<file path="src/rtl/ex_mem_if.sv">
// EX->MEM pipeline register bus: stall/flush control, EX-side inputs and MEM-side outputs.
// Optional HI/LO pipelining signals exist only when EX_MEM_HILO_EN is defined.
interface ex_mem_if #(
   parameter int DATA_W  = 32,
   parameter int RADDR_W = 5,
   parameter int ALUOP_W = 8
);
   logic [5:0]          stall;
   logic                flush;
   logic [RADDR_W-1:0]  ex_wd;
   logic                ex_wreg;
   logic [DATA_W-1:0]   ex_wdata;
   logic [ALUOP_W-1:0]  ex_aluop;
   logic [DATA_W-1:0]   ex_mem_addr;
   logic [DATA_W-1:0]   ex_reg2;
   logic [2*DATA_W-1:0] hilo_i;
   logic [1:0]          cnt_i;
   logic [RADDR_W-1:0]  mem_wd;
   logic                mem_wreg;
   logic [DATA_W-1:0]   mem_wdata;
   logic [ALUOP_W-1:0]  mem_aluop;
   logic [DATA_W-1:0]   mem_mem_addr;
   logic [DATA_W-1:0]   mem_reg2;
   logic                mem_valid;
   logic [2*DATA_W-1:0] hilo_o;
   logic [1:0]          cnt_o;
`ifdef EX_MEM_HILO_EN
   logic [DATA_W-1:0]   ex_hi;
   logic [DATA_W-1:0]   ex_lo;
   logic                ex_whilo;
   logic [DATA_W-1:0]   mem_hi;
   logic [DATA_W-1:0]   mem_lo;
   logic                mem_whilo;

   modport master (
      output stall, flush, ex_wd, ex_wreg, ex_wdata, ex_aluop, ex_mem_addr, ex_reg2,
             hilo_i, cnt_i, ex_hi, ex_lo, ex_whilo,
      input  mem_wd, mem_wreg, mem_wdata, mem_aluop, mem_mem_addr, mem_reg2,
             mem_valid, hilo_o, cnt_o, mem_hi, mem_lo, mem_whilo
   );
   modport slave (
      input  stall, flush, ex_wd, ex_wreg, ex_wdata, ex_aluop, ex_mem_addr, ex_reg2,
             hilo_i, cnt_i, ex_hi, ex_lo, ex_whilo,
      output mem_wd, mem_wreg, mem_wdata, mem_aluop, mem_mem_addr, mem_reg2,
             mem_valid, hilo_o, cnt_o, mem_hi, mem_lo, mem_whilo
   );
`else
   modport master (
      output stall, flush, ex_wd, ex_wreg, ex_wdata, ex_aluop, ex_mem_addr, ex_reg2,
             hilo_i, cnt_i,
      input  mem_wd, mem_wreg, mem_wdata, mem_aluop, mem_mem_addr, mem_reg2,
             mem_valid, hilo_o, cnt_o
   );
   modport slave (
      input  stall, flush, ex_wd, ex_wreg, ex_wdata, ex_aluop, ex_mem_addr, ex_reg2,
             hilo_i, cnt_i,
      output mem_wd, mem_wreg, mem_wdata, mem_aluop, mem_mem_addr, mem_reg2,
             mem_valid, hilo_o, cnt_o
   );
`endif
endinterface

</file>
<file path="src/rtl/ex_mem.sv">
// EX->MEM pipeline register with stall/flush handling and MADD/MSUB partial-product feedback.
// Optional EX_MEM_HILO_EN adds pipelined HI/LO write fields.
module ex_mem #(
   parameter int DATA_W  = 32,
   parameter int RADDR_W = 5,
   parameter int ALUOP_W = 8
) (
   input logic     clk,
   input logic     rst,
   ex_mem_if.slave bus
);

   // A zero payload is the bubble: NOP register address, write disabled, not valid.
   typedef struct packed {
      logic [RADDR_W-1:0] wd;
      logic               wreg;
      logic [DATA_W-1:0]  wdata;
      logic [ALUOP_W-1:0] aluop;
      logic [DATA_W-1:0]  mem_addr;
      logic [DATA_W-1:0]  reg2;
`ifdef EX_MEM_HILO_EN
      logic [DATA_W-1:0]  hi;
      logic [DATA_W-1:0]  lo;
      logic               whilo;
`endif
      logic               valid;
   } stage_t;

   stage_t              ex_s;
   stage_t              mem_q;
   logic [2*DATA_W-1:0] hilo_q;
   logic [1:0]          cnt_q;

   // Only the EX and MEM bits of the stall vector matter here.
   logic unused_stall;
   assign unused_stall = ^{bus.stall[5], bus.stall[2:0]};

   // NOTE: default the whole struct first so no field can infer a latch.
   always_comb begin
      ex_s          = '0;
      ex_s.wd       = bus.ex_wd;
      ex_s.wreg     = bus.ex_wreg;
      ex_s.wdata    = bus.ex_wdata;
      ex_s.aluop    = bus.ex_aluop;
      ex_s.mem_addr = bus.ex_mem_addr;
      ex_s.reg2     = bus.ex_reg2;
`ifdef EX_MEM_HILO_EN
      ex_s.hi       = bus.ex_hi;
      ex_s.lo       = bus.ex_lo;
      ex_s.whilo    = bus.ex_whilo;
`endif
      ex_s.valid    = 1'b1;
   end

   // NOTE: sequential state uses non-blocking assignments so every register samples pre-edge values.
   always_ff @(posedge clk) begin
      if (rst || bus.flush) begin
         mem_q  <= '0;
         hilo_q <= '0;
         cnt_q  <= '0;
      end else if (bus.stall[4]) begin
         // MEM stopped (also covers the illegal EX-go/MEM-stop case): hold payload.
         hilo_q <= bus.hilo_i;
         cnt_q  <= bus.cnt_i;
      end else if (bus.stall[3]) begin
         mem_q  <= '0;
         hilo_q <= bus.hilo_i;
         cnt_q  <= bus.cnt_i;
      end else begin
         mem_q  <= ex_s;
         hilo_q <= '0;
         cnt_q  <= '0;
      end
   end

   assign bus.mem_wd       = mem_q.wd;
   assign bus.mem_wreg     = mem_q.wreg;
   assign bus.mem_wdata    = mem_q.wdata;
   assign bus.mem_aluop    = mem_q.aluop;
   assign bus.mem_mem_addr = mem_q.mem_addr;
   assign bus.mem_reg2     = mem_q.reg2;
   assign bus.mem_valid    = mem_q.valid;
   assign bus.hilo_o       = hilo_q;
   assign bus.cnt_o        = cnt_q;
`ifdef EX_MEM_HILO_EN
   assign bus.mem_hi       = mem_q.hi;
   assign bus.mem_lo       = mem_q.lo;
   assign bus.mem_whilo    = mem_q.whilo;
`endif

endmodule

</file>
<file path="src/flat_wrapper.sv">
// flat-port wrapper written by rule: the top's interface ports become plain ports
module ex_mem_flat 
#(
   parameter int DATA_W  = 32,
   parameter int RADDR_W = 5,
   parameter int ALUOP_W = 8
)
  (clk, rst, bus_stall, bus_flush, bus_ex_wd, bus_ex_wreg, bus_ex_wdata, bus_ex_aluop, bus_ex_mem_addr, bus_ex_reg2, bus_hilo_i, bus_cnt_i, bus_mem_wd, bus_mem_wreg, bus_mem_wdata, bus_mem_aluop, bus_mem_mem_addr, bus_mem_reg2, bus_mem_valid, bus_hilo_o, bus_cnt_o);
  ex_mem_if #(.DATA_W(DATA_W), .RADDR_W(RADDR_W), .ALUOP_W(ALUOP_W)) bus_i ();
  input logic clk;
  input logic rst;
  input wire logic [$bits(bus_i.stall)-1:0] bus_stall;
  input wire logic [$bits(bus_i.flush)-1:0] bus_flush;
  input wire logic [$bits(bus_i.ex_wd)-1:0] bus_ex_wd;
  input wire logic [$bits(bus_i.ex_wreg)-1:0] bus_ex_wreg;
  input wire logic [$bits(bus_i.ex_wdata)-1:0] bus_ex_wdata;
  input wire logic [$bits(bus_i.ex_aluop)-1:0] bus_ex_aluop;
  input wire logic [$bits(bus_i.ex_mem_addr)-1:0] bus_ex_mem_addr;
  input wire logic [$bits(bus_i.ex_reg2)-1:0] bus_ex_reg2;
  input wire logic [$bits(bus_i.hilo_i)-1:0] bus_hilo_i;
  input wire logic [$bits(bus_i.cnt_i)-1:0] bus_cnt_i;
  output wire logic [$bits(bus_i.mem_wd)-1:0] bus_mem_wd;
  output wire logic [$bits(bus_i.mem_wreg)-1:0] bus_mem_wreg;
  output wire logic [$bits(bus_i.mem_wdata)-1:0] bus_mem_wdata;
  output wire logic [$bits(bus_i.mem_aluop)-1:0] bus_mem_aluop;
  output wire logic [$bits(bus_i.mem_mem_addr)-1:0] bus_mem_mem_addr;
  output wire logic [$bits(bus_i.mem_reg2)-1:0] bus_mem_reg2;
  output wire logic [$bits(bus_i.mem_valid)-1:0] bus_mem_valid;
  output wire logic [$bits(bus_i.hilo_o)-1:0] bus_hilo_o;
  output wire logic [$bits(bus_i.cnt_o)-1:0] bus_cnt_o;
  assign bus_i.stall = bus_stall;
  assign bus_i.flush = bus_flush;
  assign bus_i.ex_wd = bus_ex_wd;
  assign bus_i.ex_wreg = bus_ex_wreg;
  assign bus_i.ex_wdata = bus_ex_wdata;
  assign bus_i.ex_aluop = bus_ex_aluop;
  assign bus_i.ex_mem_addr = bus_ex_mem_addr;
  assign bus_i.ex_reg2 = bus_ex_reg2;
  assign bus_i.hilo_i = bus_hilo_i;
  assign bus_i.cnt_i = bus_cnt_i;
  assign bus_mem_wd = bus_i.mem_wd;
  assign bus_mem_wreg = bus_i.mem_wreg;
  assign bus_mem_wdata = bus_i.mem_wdata;
  assign bus_mem_aluop = bus_i.mem_aluop;
  assign bus_mem_mem_addr = bus_i.mem_mem_addr;
  assign bus_mem_reg2 = bus_i.mem_reg2;
  assign bus_mem_valid = bus_i.mem_valid;
  assign bus_hilo_o = bus_i.hilo_o;
  assign bus_cnt_o = bus_i.cnt_o;
  ex_mem #(.DATA_W(DATA_W), .RADDR_W(RADDR_W), .ALUOP_W(ALUOP_W)) u_core (.clk(clk), .rst(rst), .bus(bus_i));
endmodule
</file>
<file path="config.mk">
export PLATFORM = sky130hd
export DESIGN_NAME = ex_mem_flat
export DESIGN_NICKNAME = d
export VERILOG_FILES = /design/src/rtl/ex_mem_if.sv /design/src/rtl/ex_mem.sv /design/src/flat_wrapper.sv
export SDC_FILE = /design/constraint.sdc
export NUM_CORES = 1
export LEC_CHECK = 0
export BUFFER_PORTS_ARGS = -buffer_cell sky130_fd_sc_hd__buf_2
export CAP_MARGIN = 20
export CELL_PAD_IN_SITES_DETAIL_PLACEMENT = 1
export CELL_PAD_IN_SITES_GLOBAL_PLACEMENT = 2
export CORE_AREA = 3 3 159 161
export DETAILED_ROUTE_END_ITERATION = 6
export DIE_AREA = 0 0 162 164
export PLACE_DENSITY = 0.94
export SYNTH_ARGS = -nofsm -noshare
export SYNTH_HDL_FRONTEND = slang
export SYNTH_SLANG_ARGS = --single-unit
</file>
<file path="constraint.sdc">
create_clock -name clk -period 1.35 [get_ports clk]
set_input_delay 0.135 -clock clk [delete_from_list [all_inputs] [get_ports clk]]
set_output_delay 0.135 -clock clk [all_outputs]
set_load 0.01 [all_outputs]
</file>
### After elaboration in Yosys (flattened, before gate mapping)

Cells that the tools add are included.
W data, S select, Z words.

| word-level totals | value |
|---|---|
| register bits | 177 |
| logic and storage cells | 15 |

| cells by class | value |
|---|---|
| reductions and logical operators | 1 |
| mux-type cells | 5 |

Operators with widths:

| kind | count |
|---|---|
| $mux W64 | 2 |
| $mux W111 | 1 |
| $mux W2 | 2 |
| $logic_or A1 B1 Y1 | 1 |

### Longest topological paths before layout

Gate-level depths: netlist (run 1).

| depth | value |
|---|---|
| word-level depth | 2 |
| depth in mapped cells | 5 |
| gate-level depth less buffers | 2 |

### Worst setup path after synthesis (run 1)

OpenSTA, ideal clock, no wires.

| timing | value |
|---|---|
| path kind | input port to flip-flop |
| from | in bus_stall[3] |
| to | reg u_core.mem_q, in the netlist u_core.bus.mem_mem_addr[10] |
| arrival time | 0.900 ns |
| slack | 0.379 ns |
| setup time | 0.070 ns |
| required time | 1.280 ns |
| buffers on the path | 2 |
| stages on the path | 4 |
| cell sequence | buf_2 -> clkbuf_1 -> or3b_1 -> a21oi_1 |

| between the ends | value |
|---|---|
| longest elaborated chain between the ends | 1 |

Ends and longest elaborated chain:

| item | line | RTL |
|---|---|---|
| start: declaration | flat_wrapper.sv:12 | `input wire logic [$bits(bus_i.stall)-1:0] bus_stall;` |
| $mux W111 | ex_mem.sv:65 | `end else if (bus.stall[3]) begin` |
| end signal: assignment | ex_mem.sv:70 | `mem_q <= ex_s;` |
| end: declaration | ex_mem.sv:30 | `stage_t mem_q;` |

Every way passes these cells.
A chain may end at the register's enable or synchronous reset.

### Final worst setup path (run 1)

| timing | value |
|---|---|
| from | reg u_core.hilo_q[59] (netlist: u_core.bus.hilo_o[59]) |
| to | out bus_hilo_o[59] |

RTL lines:

| item | line | RTL |
|---|---|---|
| start: declaration | ex_mem.sv:31 | `logic [2*DATA_W-1:0] hilo_q;` |
| start signal: assignment | ex_mem.sv:63 | `hilo_q <= bus.hilo_i;` |
| start signal: assignment | ex_mem.sv:67 | `hilo_q <= bus.hilo_i;` |
| end: declaration | flat_wrapper.sv:29 | `output wire logic [$bits(bus_i.hilo_o)-1:0] bus_hilo_o;` |

No word-level cell between the ends.

==> run_results.csv, run 1 <==
group,metric,value,unit
status,status,"finished clean",
sta,setup_violations,0,
pwr,seqPwrFrac,45.8,%
worst_setup_path,required,1.22,ns
floorplanning,core,24100,µm²
cells_and_area,fin_util,39.8,%
global_routing,grt_use_total,17.2,%
logic_synthesis,syn_inst,640,
cells_and_area,final_area,9580,µm²
worst_setup_path,cp.arrival,0.97,ns
sta,drv_slew,0,
logic_synthesis,ys_ff_latch,177,
cells_and_area,drive_gt1_share,38.6,%
route,drtIter0Drc,342,
route,vias_per_cell,4.44,
global_routing,grt_pass1_vias,6307,
route,drc,0,
global_routing,grt_start_max_net_pins,97,
min_path,hold_start,"bus_hilo_i[62]",
route,drtAntennaViolNets,0,
floorplanning,pin_count,362,
sta,maxSlewHeadroom,69.7,%
clock_network,clkSinkCount,177,
pwr,powerDensity,1230,nW/µm²
worst_setup_path,path_cells,"buf_2",
worst_setup_path,path_buf_inv,1,
worst_setup_path,path_max_fanout,1,
sta,fin_tns_setup,0,ns
floorplanning,rows,57,
global_routing,overflow,0,
floorplanning,initial_core_util,25.9,%
logic_synthesis,syn_nets,825,
cells_and_area,fill_cells,2843,
floorplanning,die_h,164,µm
pwr,power.clock.fraction,44.2,%
worst_setup_path,worstSetupEndpointType,"output port",
clock_network,cts_root_buf,"clkbuf_16",
worst_setup_path,reg2reg_from,"u_core.bus.mem_mem_addr[5]",
worst_setup_path,cpPeakStageDelay,0.37,ns
sta,fin_crit_sh,81.6,%
logic_synthesis,synth.avg_cell_area,9.74,µm²
flow_run,cap_viol_max_count,0,
worst_setup_path,start_kind,"flip-flop",
worst_setup_path,reg2reg_depth,2,
placed_design,portBuffers,357,
sta,rsz0062_at_grt,"false",
sta,hold_violations,0,
route,wl_per_cell,17.3,µm
cells_and_area,nets,1214,
route,num_vias,6066,
sta,max_slew.worst_pin.slew,0.455,ns
logic_synthesis,yosysWarnings,0,
worst_setup_path,path_depth,1,
clock_network,cts_buffer_depth,2,
placed_design,dp_hpwl,16.2,mm
route,first_pass_iters,4,
pwr,power_frac_comb,10.0,%
worst_setup_path,slowest_stage,"dfxtp_1",
pwr,power.net_switching,3.08,mW
min_path,hold_path_class,"in -> reg",
placed_design,place_congestion,0.725,
min_path,hold-path-endpoint,"u_core.bus.hilo_o[62]",
clock_network,ctsHtreeMaxLevel,4,
cells_and_area,synthToLayoutAreaGrowth,53.8,%
clock_network,cts_made_buffers,17,
sta,setup_slack,0.248,ns
sta,fmax,0.907,GHz
pwr,internal_power,8.71,mW
pwr,p_leak,4.60,nW
logic_synthesis,synthesis.area,6230,µm²
worst_setup_path,regToRegSetupSlack,0.69,ns
logic_synthesis,ys_seq_area_share,56.9,%
global_routing,grt_pass1_wl,35.5,mm
placed_design,dp_slack,0.171,ns
sta,finalClockSkew,0,ns
clock_network,clkTransAtPathRegs,0.07,ns
floorplanning,die-area,26600,µm²
clock_network,insertion_delay,0.42,ns
floorplanning,die_w,162,µm
worst_setup_path,rr_endpoint,"u_core.bus.mem_mem_addr[5]",
global_routing,antenna_found_initial,7,
worst_setup_path,cp_top_family,"flip-flops",
min_path,holdPathStages,2,
route,wl,23.7,mm
logic_synthesis,yosysUniqueCellTypes,12,
sta,period_minus_slack,1.10,ns
pwr,vdd_drop_max,0.792,mV
clock_network,cts_tree,"built",
worst_setup_path,worstSetupPathType,"reg -> out",
placed_design,dpl_cell_area,8300,µm²
pwr,p_sw_share,26.2,%
[how the worst max path moves through the flow]
stage                                from                           to  slack [ns]
floorplan                    bus_stall[3]  u_core.bus.mem_mem_addr[10]        0.38
global placement             bus_stall[4]        u_core.bus.hilo_o[49]        0.19
finish              u_core.bus.hilo_o[59]               bus_hilo_o[59]        0.25
global route        u_core.bus.hilo_o[59]               bus_hilo_o[59]        0.16
CTS                 u_core.bus.hilo_o[59]               bus_hilo_o[59]        0.18
detailed placement           bus_stall[4]        u_core.bus.hilo_o[39]        0.17
[area by class of cell]
cell class | instances | area, µm² | share of cell area (%)
Antenna cell | 1 | 2.50 | 0.0261
Multi-Input combinational cell | 401 | 2370 | 24.8
Sequential cell | 177 | 3540 | 37.0
Clock inverter | 14 | 186 | 1.95
Tap cell | 324 | 405 | 4.23
Clock buffer | 18 | 439 | 4.58
Timing Repair Buffer | 432 | 2630 | 27.5
[flip-flops by register name (all words and copies together) (netlist names), 2 cells and up]
| name | count |
|---|---|
| u_core.bus.mem_aluop | 8 |
| u_core.bus.mem_mem_addr | 32 |
| u_core.bus.hilo_o | 64 |
| u_core.bus.mem_wd | 5 |
| u_core.bus.mem_reg2 | 32 |
| u_core.bus.mem_wdata | 32 |
| u_core.bus.cnt_o | 2 |
[repair_timing]
item                      in CTS  in global routing
gates resized for setup        0                  0
hold buffers                  64                  1
setup buffers                  0                  0
hold endpoints to repair      64                  1
[layer usage]
metal | track usage [%] | share of wire, %
met3 | 7.67 | 9.1
met4 | 3.84 | 1.5
met1 | 18.7 | 40
met2 | 30.8 | 50
met5 | 0 | 0.23
[logic make-up (layout without fill, tap and decap cells)]
group,Yosys count,in the layout,synth area share (%)
other cells,0,1,0
flops,177,177,56.9
compound gates,111,111,8.91
simple gates,290,290,29.0
buf+inv,62,464,5.20
[synth_stat cells, drive strengths merged]
library cell	count	share of area, %
buf	35	3.6
or3b	110	15
nor2	1	0.060
a21oi	111	8.9
clkbuf	27	1.6
and3	66	6.6
or2	2	0.20
dfxtp	177	57
nand2	111	6.7
[stage by stage]
| stage | instances | power [mW] | hold slack (ns) |
|---|---|---|---|
| after floorplan | 640 | 6.02 | 0.281 |
| after global placement | 1269 | 6.54 | 0.359 |
| after detailed placement | 1269 | 6.56 | 0.364 |
| after CTS | 1365 | 12.0 | 0.00720 |
| after global routing | 1367 | 12.3 | 0.0139 |
| final | 1367 | 11.8 | 0.0175 |
[power groups by stage]
stage	sequential, mW	clock, mW	combinational (mW)
after CTS	5.41	5.39	1.18
after global routing	5.42	5.59	1.30
after global placement	5.52	0	1.01
after floorplan	5.60	0	0.425
after detailed placement	5.53	0	1.03
final	5.41	5.21	1.18
[layout by cell type (no fill, tap or decap)]
cell type / instances
buf_2: 356
dfxtp_1: 177
nand2_1: 111
a21oi_1: 111
or3b_1: 110
and3_1: 66
dlygate4sd3_1: 65
clkbuf_16: 17
buf_12: 9
inv_8: 5
clkinv_8: 4
inv_6: 3
diode_2: 1
or2_4: 1
nor2_4: 1
or2_2: 1
bufinv_16: 1
clkinv_4: 1
clkbuf_8: 1
buf_6: 1
buf_4: 1
Power figures use the tool's default switching activity.
==> run 2: changes to the inputs <==
Settings changed: ABC_AREA from default to 1, CORE_AREA 3 3 159 161 to 3 3 168 170, DIE_AREA 0 0 162 164 to 0 0 171 173, PLACE_DENSITY 0.94 to 0.87.
Clock period 1.35 ns to 1.1 ns, I/O delays scaled along.
==> run_results.csv, run 2 <==
group,metric,value,unit
cells_and_area,fill_cells,3190,
global_routing,grtUsageMet2,28.3,%
logic_synthesis,synth-edff-count,0,
cells_and_area,mostFrequentLayoutCell,"buf_2",
worst_setup_path,cp_top_family,"flip-flops",
sta,finalClockSkew,0,ns
pwr,powerDensity,1400,nW/µm²
placed_design,dp_hpwl,15.3,mm
route,drc,0,
cells_and_area,final_cell_mix,"356 x buf_2, 287 x nand2_1, 176 x dlygate4sd3_1",
cells_and_area,nets,1409,
global_routing,grt_start_max_net_pins,69,
floorplanning,initial_core_util,21.9,%
sta,fin_crit_sh,95.0,%
route,first_pass_iters,4,
global_routing,grt_util_met1,17.7,%
global_routing,grt.busiest_layer,"met2",
worst_setup_path,worstSetupEndpointType,"output port",
global_routing,grt_pass1_vias,7361,
sta,maxSlewHeadroom,74.3,%
placed_design,portBuffers,357,
clock_network,cts_root_buf,"clkbuf_16",
clock_network,ctsHtreeMaxLevel,4,
worst_setup_path,path_cells,"buf_2",
route,drtIter0Drc,228,
worst_setup_path,cp.arrival,0.93,ns
logic_synthesis,syn_inst,695,
logic_synthesis,ys_seq_area_share,60.3,%
placed_design,dp_slack,-0.0181,ns
clock_network,cts_tree,"built",
worst_setup_path,required,0.99,ns
logic_synthesis,synth.avg_cell_area,8.46,µm²
flow_run,cap_viol_max_count,0,
sta,setup_slack,0.0550,ns
clock_network,post_cts_buffers,0,
logic_synthesis,synth_top_area_share,60.3,%
placed_design,place_congestion,0.742,
min_path,hold_path_class,"in -> reg",
logic_synthesis,synthesis.area,5880,µm²
cells_and_area,drive_gt1_share,35.9,%
logic_synthesis,synth.most_common_cell,"nand2_1",
worst_setup_path,worstSetupPathType,"reg -> out",
global_routing,grt_use_total,16.2,%
worst_setup_path,slowest_stage,"dfxtp_1",
logic_synthesis,ys_ff_latch,177,
route,wl,25.0,mm
logic_synthesis,yosysUniqueCellTypes,12,
route,drtAntennaViolNets,0,
route,num_vias,6615,
worst_setup_path,cpPeakStageDelay,0.37,ns
logic_synthesis,synthArstFlopShare,0,%
cells_and_area,synthToLayoutAreaGrowth,76.7,%
cells_and_area,fin_util,38.7,%
floorplanning,die_h,173,µm
sta,rsz0062_at_grt,"false",
worst_setup_path,start_kind,"flip-flop",
worst_setup_path,path_max_fanout,2,
worst_setup_path,path_buf_inv,1,
status,status,"finished clean",
pwr,vdd_drop_max,0.883,mV
global_routing,antenna_found_initial,0,
sta,fmax,0.957,GHz
clock_network,clkTransAtPathRegs,0.07,ns
global_routing,overflow,0,
sta,hold_violations,0,
floorplanning,core,26900,µm²
clock_network,insertion_delay,0.41,ns
sta,max_slew.worst_pin.slew,0.386,ns
logic_synthesis,synth_commonest_cells,"287 x nand2_1, 177 x dfxtp_1, 88 x a21oi_1",
pwr,p_leak,4.89,nW
route,vias_per_cell,4.19,
sta,setup_violations,0,
route,wl_per_cell,15.8,µm
logic_synthesis,synth_ff_type,"dfxtp_1",
floorplanning,pin_count,362,
logic_synthesis,syn_nets,880,
sta,period_minus_slack,1.04,ns
logic_synthesis,yosysTopAreaCell,"dfxtp_1",
logic_synthesis,synthTopCellsByArea,"dfxtp_1 60%, nand2_1 18%, a21oi_1 7.5%",
cells_and_area,antenna_cells,0,
clock_network,clkSinkCount,177,
clock_network,cts_made_buffers,17,
sta,hold-worst-slack,0.169,ns
floorplanning,die_w,171,µm
floorplanning,rows,60,
cells_and_area,largest_reg_flops,64,
global_routing,grt_pass1_wl,38.6,mm
sta,drv_slew,0,
clock_network,cts_buffer_depth,2,
global_routing,grt_use_met3,5.37,%
floorplanning,die-area,29600,µm²
logic_synthesis,yosysWarnings,0,
sta,fin_tns_setup,0,ns
## run 2: cell count changes after synthesis, moves of 4 or more
cell	previous run	this run
and3_1	66	0
nor2_1	1	66
buf_6	8	15
a21oi_1	111	88
nand2_1	111	287
buf_1	4	0
buf_4	1	6
clkbuf_1	27	9
a21oi_2	0	23
or3b_1	110	0
## run 2: per-stage QoR
step	total power, mW	instances	area [µm²]
after floorplan	7.39	695	5880
after global placement	8.06	1370	8060
after detailed placement	8.09	1370	8060
after CTS	14.7	1578	10400
after global routing	15.2	1578	10400
final	14.5	1578	10400
## run 2: worst paths after layout
check	cells past startpoint	start	slack, ns	to
setup reg to reg	2	u_core.bus.mem_mem_addr[11]	0.41	u_core.bus.mem_mem_addr[11]
hold / removal	5	bus_stall[3]	0.17	u_core.bus.mem_mem_addr[18]
setup / recovery	1	u_core.bus.mem_mem_addr[20]	0.06	bus_mem_mem_addr[20]
hold reg to reg	2	u_core.bus.mem_mem_addr[23]	0.46	u_core.bus.mem_mem_addr[23]
## run 2: where the power goes
group | internal, mW | switching, mW | total [mW]
Sequential | 6.57 | 0.0651 | 6.64
Clock | 3.03 | 2.99 | 6.03
Combinational | 0.975 | 0.858 | 1.83
Total | 10.6 | 3.92 | 14.5
## run 2: repair_timing
item | 4_1_cts | 5_1_grt
hold endpoints to repair | 176 | 0
pin swaps | 0 | 0
hold buffers | 176 | 0
resized for setup | 1 | 1
endpoints found under the setup margin | 1 | 1
gates cloned | 0 | 0
## run 2: final cells by class
cell class / count / area (µm²) / share of cell area (%)
Sequential cell: 177 / 3550 / 34.1
Clock buffer: 18 / 429 / 4.13
Inverter: 1 / 3.75 / 0.0361
Timing Repair Buffer: 561 / 3860 / 37.2
Clock inverter: 14 / 138 / 1.32
Tap cell: 341 / 427 / 4.11
Multi-Input combinational cell: 466 / 1990 / 19.1
## run 2: kinds of logic after synthesis
kind of cell    synth area share (%)
flops                           60.3
simple gates                    22.7
buf+inv                         6.06
compound gates                  10.9
## run 2: metal layers
layer,share of wire [%],vias to the layer above
li1,-,3226
met1,40,3054
met2,49,276
met3,7.5,59
met4,3.6,0
met5,0,-
==> run 3: changes to the inputs <==
Settings changed: ABC_CLOCK_PERIOD_IN_PS from default to 1100, CORE_AREA 3 3 168 170 to 2 2 167 169, DIE_AREA 0 0 171 173 to 0 0 169 171, GPL_TIMING_DRIVEN from default to 0.
==> run_results.csv, run 3 (synthesized netlist as in run 2, its figures left out) <==
group,metric,value,unit
sta,setup_violations,0,
clock_network,ctsHtreeMaxLevel,4,
worst_setup_path,regToRegSetupSlack,0.43,ns
sta,fin_tns_setup,0,ns
worst_setup_path,path_buf_inv,1,
cells_and_area,drive_gt1_share,36.0,%
cells_and_area,antenna_cells,0,
placed_design,dpl_cell_area,8100,µm²
sta,fin_crit_sh,93.8,%
pwr,powerDensity,1390,nW/µm²
route,drc,0,
global_routing,grt_use_total,17.1,%
clock_network,clkTransAtPathRegs,0.07,ns
pwr,vdd_drop_max,0.812,mV
pwr,p_sw_share,24.4,%
pwr,internal_power,11.0,mW
route,drtAntennaViolNets,0,
worst_setup_path,slowest_stage,"dfxtp_1",
worst_setup_path,reg2reg_from,"u_core.bus.mem_aluop[5]",
clock_network,cts_made_buffers,17,
pwr,power,14.5,mW
min_path,hold_start,"bus_stall[3]",
worst_setup_path,cpPeakStageDelay,0.35,ns
sta,hold_violations,0,
cells_and_area,fill_cells,3297,
cells_and_area,final_cell_mix,"378 x buf_2, 287 x nand2_1, 176 x dlygate4sd3_1, 176 x dfxtp_1, 88 x a21oi_1",
worst_setup_path,cp.arrival,0.92,ns
floorplanning,die-area,28900,µm²
cells_and_area,largest_reg_flops,64,
worst_setup_path,path_max_fanout,2,
cells_and_area,mostFrequentLayoutCell,"buf_2",
clock_network,cts_root_buf,"clkbuf_16",
sta,maxSlewHeadroom,64.3,%
sta,max_slew.worst_pin.slew,0.536,ns
worst_setup_path,worstSetupEndpointType,"output port",
floorplanning,core,27300,µm²
min_path,hold-path-endpoint,"u_core.bus.mem_aluop[7]",
route,num_vias,6636,
min_path,hold_path_class,"in -> reg",
sta,hold-worst-slack,0.177,ns
sta,fmax,0.969,GHz
sta,finalClockSkew,0,ns
worst_setup_path,path_cells,"buf_2",
clock_network,clkSinkCount,177,
global_routing,grt_pass1_vias,7252,
floorplanning,die_h,171,µm
pwr,seqPwrFrac,45.7,%
min_path,holdPathStages,5,
placed_design,place_congestion,0.747,
sta,rsz0062_at_grt,"false",
clock_network,insertion_delay,0.42,ns
route,first_pass_iters,4,
global_routing,overflow,0,
worst_setup_path,cp_top_family,"flip-flops",
global_routing,grt_start_max_net_pins,17,
clock_network,cts_tree,"built",
pwr,power.clock.fraction,41.7,%
floorplanning,die_w,169,µm
global_routing,grt_pass1_wl,38.2,mm
route,wl_per_cell,16.0,µm
route,vias_per_cell,4.14,
route,drtIter0Drc,193,
pwr,power_frac_comb,12.7,%
global_routing,antenna_found_initial,0,
sta,period_minus_slack,1.03,ns
flow_run,cap_viol_max_count,0,
floorplanning,rows,61,
cells_and_area,final_area,10400,µm²
floorplanning,initial_core_util,21.5,%
placed_design,portBuffers,357,
pwr,power.net_switching,3.55,mW
worst_setup_path,start_kind,"flip-flop",
worst_setup_path,reg2reg_depth,2,
cells_and_area,synthToLayoutAreaGrowth,77.4,%
pwr,p_leak,4.93,nW
worst_setup_path,required,0.99,ns
clock_network,cts_buffer_depth,2,
worst_setup_path,rr_endpoint,"u_core.bus.mem_aluop[5]",
status,status,"finished clean",
placed_design,dp_hpwl,17.0,mm
cells_and_area,nets,1432,
floorplanning,pin_count,362,
worst_setup_path,worstSetupPathType,"reg -> out",
sta,drv_slew,0,
route,wl,25.6,mm
[run 3: changes by cell type in the layout (fill, tap and decap cells not counted), moves of 3 or more]
cell,before,now
buf_6,0,15
buf_2,356,378
inv_6,4,1
buf_12,8,0
buf_4,21,6
inv_8,5,0
clkbuf_1,1,11
[run 3: power groups by stage]
stage | Sequential, mW | Combinational [mW] | Clock, mW
after floorplan | 6.87 | 0.520 | 0
after global placement | 6.78 | 1.31 | 0
after detailed placement | 6.78 | 1.32 | 0
after CTS | 6.64 | 1.83 | 6.30
after global routing | 6.65 | 2.01 | 6.53
final | 6.64 | 1.84 | 6.06
[run 3: area by class of cell]
type / count / area, µm² / share of cell area, %
repair buffers: 533 / 3550 / 34.0
flip-flops and latches: 177 / 3540 / 34.0
multi-input cells: 466 / 1980 / 19.0
clock buffers: 21 / 460 / 4.41
well taps: 346 / 433 / 4.15
plain buffers: 51 / 353 / 3.38
clock inverters: 9 / 109 / 1.04
inverters: 1 / 3.75 / 0.0360
[run 3: worst max-delay path by stage]
stage,startpoint,endpoint,slack [ns],depth (start not counted)
5_1_grt,u_core.bus.mem_reg2[20],bus_mem_reg2[20],0.009,1
3_3_place_gp,bus_stall[4],u_core.bus.mem_reg2[20],-0.19,5
6_report,u_core.bus.mem_reg2[11],bus_mem_reg2[11],0.07,1
4_1_cts,u_core.bus.mem_wdata[23],bus_mem_wdata[23],0.01,1
3_5_place_dp,bus_stall[4],u_core.bus.mem_aluop[5],-0.24,6
2_1_floorplan,bus_flush,u_core.bus.mem_reg2[11],0.20,5
[run 3: repair_timing]
item	in CTS	in global routing
endpoints found under the setup margin	0	1
setup buffers	0	0
hold buffers	176	0
resized for setup	0	1
endpoints found under the hold margin	176	0
[run 3: layer usage]
metal | vias to the layer above | part of all wire, % | global-route usage (%)
li1 | 3270 | - | -
met1 | 3066 | 39 | 17.8
met2 | 259 | 51 | 31.7
met3 | 41 | 7.4 | 6.20
met4 | 0 | 2.6 | 6.32
met5 | - | 0 | 0
[run 3: metrics by stage]
stage          worst slack [ns]  instances  util, %
6_report                 0.0685       1604     38.2
5_1_grt                 0.00875       1604     38.2
2_1_floorplan             0.203        695        -
3_3_place_gp             -0.185       1398     29.6
3_5_place_dp             -0.245       1398     29.6
4_1_cts                  0.0146       1604     38.2
